===== config.mk =====
export PLATFORM = sky130hd
export DESIGN_NAME = bounce_sprite_engine
export DESIGN_NICKNAME = d
export VERILOG_FILES = /design/src/rtl/dvd_pkg.sv /design/src/rtl/bounce_axis.sv /design/src/rtl/bounce_sprite_engine.sv
export SDC_FILE = /design/constraint.sdc
export NUM_CORES = 1
export LEC_CHECK = 0
export CAP_MARGIN = 40
export CELL_PAD_IN_SITES_DETAIL_PLACEMENT = 1
export CELL_PAD_IN_SITES_GLOBAL_PLACEMENT = 1
export CORE_MARGIN = 5
export CORE_UTILIZATION = 30
export DETAILED_ROUTE_END_ITERATION = 16
export PLACE_DENSITY_LB_ADDON = 0.1
export SYNTH_ARGS = -nofsm -noshare
export SYNTH_HDL_FRONTEND = slang
export SYNTH_SLANG_ARGS = --single-unit

===== constraint.sdc =====
create_clock -name clk -period 5 [get_ports clk]
set_input_delay 1 -clock clk [delete_from_list [all_inputs] [get_ports clk]]
set_output_delay 1 -clock clk [all_outputs]
set_load 0.05 [all_outputs]

===== src/rtl/dvd_pkg.sv =====
// Shared constants for the bouncing-sprite renderer.
//   RGB_W       : pixel colour width, {R[1:0],G[1:0],B[1:0]}
//   DVD_PALETTE : 8-entry colour table indexed by a sprite's colour index
package dvd_pkg;

    localparam int unsigned RGB_W = 6;

    // Entry 0 is the rightmost element of the concatenation.
    localparam logic [7:0][RGB_W-1:0] DVD_PALETTE = {
        6'b10_10_10,
        6'b11_11_11,
        6'b11_00_11,
        6'b00_11_11,
        6'b11_11_00,
        6'b00_00_11,
        6'b00_11_00,
        6'b11_00_00
    };

endpackage


===== src/rtl/bounce_axis.sv =====
// One axis of a bouncing sprite: a 0..MAX coordinate with a direction bit.
//   clk, reset          : pixel clock, async active-high reset
//   step                : advance one motion step this cycle
//   load                : reload coordinate/direction (wins over step)
//   load_val, load_dir  : values applied on load
//   pos, dir            : current coordinate and direction (1 = increasing)
//   bounce              : combinational; this step hits a wall
module bounce_axis #(
    parameter int unsigned MAX     = 19,
    parameter int unsigned W       = 5,
    parameter int unsigned RST_POS = 0,
    parameter bit          RST_DIR = 1'b1
) (
    input  logic         clk,
    input  logic         reset,
    input  logic         step,
    input  logic         load,
    input  logic [W-1:0] load_val,
    input  logic         load_dir,
    output logic [W-1:0] pos,
    output logic         dir,
    output logic         bounce
);

    logic at_wall_c;

    assign at_wall_c = dir ? (pos == W'(MAX)) : (pos == '0);
    assign bounce    = step & at_wall_c & ~load;

    // A bounce flips direction and holds the coordinate for that step.
    always_ff @(posedge clk or posedge reset) begin
        if (reset) begin
            pos <= W'(RST_POS);
            dir <= RST_DIR;
        end else if (load) begin
            pos <= load_val;
            dir <= load_dir;
        end else if (step) begin
            if (at_wall_c) begin
                dir <= ~dir;
            end else begin
                pos <= dir ? pos + W'(1) : pos - W'(1);
            end
        end
    end

endmodule


===== src/rtl/bounce_sprite_engine.sv =====
// Multi-sprite bouncing-cell renderer on the pixel clock.
//   clk, reset                  : pixel clock, async active-high reset
//   enable, restart, dir_seed   : motion control and restart direction seed
//   bg_color                    : background colour
//   hsync_in, vsync_in, video_active, pix_x, pix_y : from the sync generator
//   rgb, hsync_out, vsync_out   : registered pixel and one-cycle delayed syncs
//   corner_pulse, corner_count  : corner-hit pulse and saturating hit count
module bounce_sprite_engine
    import dvd_pkg::*;
#(
    parameter int unsigned NUM_SPRITES = 2,
    parameter int unsigned CELL_LOG2   = 5,
    parameter int unsigned GRID_W      = 20,
    parameter int unsigned GRID_H      = 15,
    parameter int unsigned FRAME_DIV   = 2
) (
    input  logic                     clk,
    input  logic                     reset,
    input  logic                     enable,
    input  logic                     restart,
    input  logic [2*NUM_SPRITES-1:0] dir_seed,
    input  logic [RGB_W-1:0]         bg_color,
    input  logic                     hsync_in,
    input  logic                     vsync_in,
    input  logic                     video_active,
    input  logic [9:0]               pix_x,
    input  logic [9:0]               pix_y,
    output logic [RGB_W-1:0]         rgb,
    output logic                     hsync_out,
    output logic                     vsync_out,
    output logic                     corner_pulse,
    output logic [7:0]               corner_count
);

    localparam int unsigned XW = (GRID_W > 1) ? $clog2(GRID_W) : 1;
    localparam int unsigned YW = (GRID_H > 1) ? $clog2(GRID_H) : 1;
    localparam int unsigned DW = (FRAME_DIV > 1) ? $clog2(FRAME_DIV) : 1;
    localparam int unsigned CW = 10 - CELL_LOG2;

    // Frame divider driven by a synchronous vsync rising-edge detector.
    logic          vsync_q;
    logic [DW-1:0] div_cnt;
    logic          frame_edge_c;
    logic          div_last_c;
    logic          step_c;

    assign frame_edge_c = vsync_in & ~vsync_q;
    assign div_last_c   = (div_cnt == DW'(FRAME_DIV - 1));
    assign step_c       = enable & frame_edge_c & div_last_c & ~restart;

    always_ff @(posedge clk or posedge reset) begin
        if (reset) begin
            vsync_q <= 1'b0;
            div_cnt <= '0;
        end else begin
            vsync_q <= vsync_in;
            if (restart) begin
                div_cnt <= '0;
            end else if (enable && frame_edge_c) begin
                div_cnt <= div_last_c ? '0 : div_cnt + DW'(1);
            end
        end
    end

    // Per-sprite axis state.
    logic [XW-1:0]          pos_x [NUM_SPRITES];
    logic [YW-1:0]          pos_y [NUM_SPRITES];
    logic [NUM_SPRITES-1:0] dir_x;
    logic [NUM_SPRITES-1:0] dir_y;
    logic [NUM_SPRITES-1:0] bounce_x;
    logic [NUM_SPRITES-1:0] bounce_y;

    for (genvar i = 0; i < NUM_SPRITES; i++) begin : g_sprite
        localparam int unsigned X0 = (GRID_W / 2 + 3 * i) % GRID_W;
        localparam int unsigned Y0 = (GRID_H / 2 + 2 * i) % GRID_H;

        bounce_axis #(
            .MAX(GRID_W - 1), .W(XW), .RST_POS(X0), .RST_DIR(1'((i % 2) == 0))
        ) u_x (
            .clk(clk), .reset(reset), .step(step_c), .load(restart),
            .load_val(XW'(X0)), .load_dir(dir_seed[2*i]),
            .pos(pos_x[i]), .dir(dir_x[i]), .bounce(bounce_x[i])
        );

        bounce_axis #(
            .MAX(GRID_H - 1), .W(YW), .RST_POS(Y0), .RST_DIR(1'b1)
        ) u_y (
            .clk(clk), .reset(reset), .step(step_c), .load(restart),
            .load_val(YW'(Y0)), .load_dir(dir_seed[2*i+1]),
            .pos(pos_y[i]), .dir(dir_y[i]), .bounce(bounce_y[i])
        );
    end

    // Directions and sub-cell pixel bits are not needed at this level.
    logic unused_bits_c;
    assign unused_bits_c = &{1'b0, dir_x, dir_y, pix_x[CELL_LOG2-1:0], pix_y[CELL_LOG2-1:0]};

    // Colour index advances on any bounce of its sprite.
    logic [2:0] color [NUM_SPRITES];

    always_ff @(posedge clk or posedge reset) begin
        if (reset) begin
            for (int i = 0; i < NUM_SPRITES; i++) color[i] <= 3'(i);
        end else if (restart) begin
            for (int i = 0; i < NUM_SPRITES; i++) color[i] <= 3'(i);
        end else begin
            for (int i = 0; i < NUM_SPRITES; i++) begin
                if (bounce_x[i] || bounce_y[i]) color[i] <= color[i] + 3'd1;
            end
        end
    end

    // Corner hits: both axes of one sprite bounce in the same step.
    logic [NUM_SPRITES-1:0] corner_c;
    logic [2:0]             n_corner_c;
    logic [8:0]             count_sum_c;

    assign corner_c = bounce_x & bounce_y;

    always_comb begin
        n_corner_c = '0;
        for (int i = 0; i < NUM_SPRITES; i++) n_corner_c = n_corner_c + 3'(corner_c[i]);
    end

    assign count_sum_c = {1'b0, corner_count} + 9'(n_corner_c);

    always_ff @(posedge clk or posedge reset) begin
        if (reset) begin
            corner_pulse <= 1'b0;
            corner_count <= '0;
        end else begin
            corner_pulse <= |corner_c;
            if (|corner_c) corner_count <= count_sum_c[8] ? 8'hFF : count_sum_c[7:0];
        end
    end

    // Cell match; scanning downward leaves the lowest-index hit selected.
    logic       hit_c;
    logic [2:0] hit_color_c;

    always_comb begin
        hit_c       = 1'b0;
        hit_color_c = '0;
        for (int i = NUM_SPRITES - 1; i >= 0; i--) begin
            if (pix_x[9:CELL_LOG2] == CW'(pos_x[i]) && pix_y[9:CELL_LOG2] == CW'(pos_y[i])) begin
                hit_c       = 1'b1;
                hit_color_c = color[i];
            end
        end
    end

    // Output registers: one cycle of latency for pixel and syncs.
    always_ff @(posedge clk or posedge reset) begin
        if (reset) begin
            rgb       <= '0;
            hsync_out <= 1'b0;
            vsync_out <= 1'b0;
        end else begin
            hsync_out <= hsync_in;
            vsync_out <= vsync_in;
            if (!video_active) rgb <= '0;
            else if (hit_c)    rgb <= DVD_PALETTE[hit_color_c];
            else               rgb <= bg_color;
        end
    end

endmodule


==> results.json <==
{
  "worstSetupPathType": "primary input to flop",
  "syn_area_per_cell_um2": 9.63,
  "die_h_um": 109,
  "pwr-share-seq": 0.488,
  "die_w_um": 109,
  "synth-edff-count": 0,
  "drt_iter0_markers": 85,
  "cts_root_buffer": "clkbuf_8",
  "hold_path.class": "flop to flop",
  "worstMarginPinSlew_ns": 0.691,
  "antenna_found_initial": 0,
  "syn-num-nets": 367,
  "initial_core_util": 0.305,
  "cts_setup_buffers": 0,
  "final_common_cell": "clkdlybuf4s50_1",
  "avgViaCountPerCell": 4.95,
  "fp-row-count": 36,
  "pwr-share-comb": 0.169,
  "grt_pass1_wl_um": 13100,
  "antenna_cells": 0,
  "p_sw_mw": 0.229,
  "ios": 54,
  "max-clock-path-buffers": 2,
  "final_cell_mix": "43 x clkdlybuf4s50_1, 32 x dfrtp_1, 24 x nor2_1",
  "met1_usage": 0.192,
  "tritoncts": "done",
  "switching_share": 0.274,
  "nets": 413,
  "filler_cell_count": 1145,
  "p_int_mw": 0.605,
  "grt_max_degree": 38,
  "clock_sinks": 46,
  "areaGrowthSynthToFinish_pct": 23.8,
  "met3_usage": 0.0229,
  "drc_errors": 0,
  "grt_setup_unrepaired": "false",
  "timing.fmax_ghz": 0.299,
  "powerDensity_nw_per_um2": 227,
  "finalSetupViolations": 0,
  "ir_drop_uv": 121,
  "async_flop_share": 1.00,
  "synth_warnings": 0,
  "p_total_mw": 0.834,
  "crit_path_end_kind": "flop",
  "clock_latency_ns": 0.30,
  "firstDrtPassIters": 4,
  "busiest_layer": "met2",
  "fin_crit_sh": 0.668,
  "grt_pass1_vias": 2554,
  "p_leak_nw": 1.48,
  "use_met2": 0.230,
  "min_period_ns": 3.34,
  "wl_um": 7720,
  "htreeDepth": 2,
  "path_clk_slew_ns": 0.10,
  "finClkSkew_ns": 0.0102,
  "cp.required_ns": 5.19,
  "worst-r2r-cell-count": 9,
  "final_max_slew_viol_count": 0,
  "cp.arrival_ns": 3.53,
  "core_area_um2": 9730,
  "fin_cells": 488,
  "ctsResizeCount": 0,
  "hold_depth": 2,
  "finalHoldViolations": 0,
  "wl_per_cell_um": 15.8,
  "synth-seq-area-share": 0.394,
  "num_vias": 2416,
  "grt_use_total": 0.139,
  "cts_buffers": 5,
  "syn_area_um2": 2970,
  "final_design_area_no_fill_um2": 3670,
  "ys_seq_elements": 46,
  "hold_buffers": 0,
  "start_kind": "primary input",
  "synth_cell_type_count": 45,
  "detail-route-antenna-nets": 0,
  "tns_ns": 0,
  "status": "completed",
  "io_buffers": 43,
  "maxCapViolCount": 0,
  "gp_congestion": 0.788,
  "synthCells": 308,
  "p_clk_frac": 0.343,
  "dp_hpwl_um": 5760,
  "max_slew_margin": 0.538,
  "layout-drive-gt1-share": 0.0986,
  "dieArea_um2": 12000,
  "numPlacedInstances": 480,
  "place_area_um2": 3560,
  "ys.flop_type": "dfrtp_1",
  "crit_fanout": 17,
  "overflow": 0
}
==> synthesized netlist by cell type, types with 2 or more instances <==
library cell,number,share of area
a211o_1,6,0.018
a21o_1,7,0.018
a21oi_1,19,0.032
a31oi_1,3,0.0063
clkbuf_1,8,0.010
dfrtp_1,32,0.27
dfstp_2,14,0.12
fa_1,5,0.034
ha_1,17,0.072
inv_1,12,0.015
mux2_1,2,0.0076
mux2_2,3,0.011
mux2i_1,3,0.010
nand2_1,20,0.025
nand2b_1,5,0.011
nand3_1,13,0.022
nand3b_1,2,0.0051
nand4_1,11,0.023
nand4b_1,4,0.012
nor2_1,24,0.030
nor2b_1,3,0.0063
nor3_1,8,0.014
nor3b_1,2,0.0051
nor4_1,3,0.0063
o211ai_1,2,0.0051
o21ai_0,18,0.030
or3_1,6,0.013
or4_1,5,0.013
xnor2_1,18,0.053
xor2_1,18,0.053
==> logic make-up after synthesis <==
group / synth area share
XOR/XNOR: 0.106
adder cells (fa/ha/maj): 0.105
multiplexers: 0.0342
flip-flops: 0.394
buffers and inverters: 0.0283
AO/OA/AOI/OAI: 0.128
AND/OR/NAND/NOR: 0.203
==> area by class of cell <==
cell class | count | area, um^2 | area share
clock buffers | 6 | 72.6 | 0.0198
clock inverters | 2 | 37.5 | 0.0102
inverters | 13 | 53.8 | 0.0147
multi-input cells | 241 | 1710 | 0.466
flip-flops and latches | 46 | 1170 | 0.318
well taps | 133 | 166 | 0.0453
repair buffers | 47 | 460 | 0.125
==> routing by layer <==
| layer | part of all wire | vias up |
|---|---|---|
| li1 | - | 1186 |
| met1 | 0.48 | 1196 |
| met2 | 0.48 | 28 |
| met3 | 0.028 | 6 |
| met4 | 0.0083 | 0 |
| met5 | 0 | - |
==> worst paths after layout <==
check | start | end | slack, ns
hold / removal | g_sprite[0].u_x.pos[1]$_DFFE_PP1P_ | g_sprite[0].u_x.pos[1]$_DFFE_PP1P_ | 0.55
setup reg to reg | g_sprite[0].u_x.pos[0]$_DFFE_PP0P_ | corner_count[2]$_DFFE_PP0P_ | 1.68
hold reg to reg | g_sprite[0].u_x.pos[1]$_DFFE_PP1P_ | g_sprite[0].u_x.pos[1]$_DFFE_PP1P_ | 0.55
max in group asynchronous | reset | g_sprite[0].u_y.pos[1]$_DFFE_PP1P_ | 3.29
setup / recovery | restart | corner_count[5]$_DFFE_PP0P_ | 1.66
min in group asynchronous | reset | hsync_out$_DFF_PP0_ | 0.92
==> power by group through the flow <==
stage	combinational [mW]	sequential [mW]	clock [mW]
floorplan	0.0795	0.421	0
global placement	0.140	0.414	0
detailed placement	0.143	0.414	0
CTS	0.144	0.407	0.299
global route	0.160	0.411	0.309
finish	0.141	0.407	0.286
==> through the flow <==
stage	util	worst slack, ns	hold WS, ns
after floorplan	-	2.05	0.490
after global placement	0.366	1.35	0.528
after detailed placement	0.366	1.33	0.537
after CTS	0.377	1.67	0.551
after global routing	0.377	1.39	0.581
final	0.377	1.66	0.547
==> registers in the layout, indices dropped and copies added, names as in the netlist <==
signal	cells
color	6
hsync_out	1
vsync_out	1
div_cnt	1
g_sprite.u_x.dir	2
g_sprite.u_y.dir	2
corner_count	8
corner_pulse	1
g_sprite.u_x.pos	10
g_sprite.u_y.pos	8
rgb	6
==> worst max-delay path, stage by stage <==
cell             delay (ns)
clkdlybuf4s50_1        0.91
nor3_1                 0.18
fa_1                   0.45
ha_1                   0.29
nand4_1                0.29
o21ai_0                0.12
mux2_1                 0.29
Note: power is estimated with default switching activity, not from simulation.
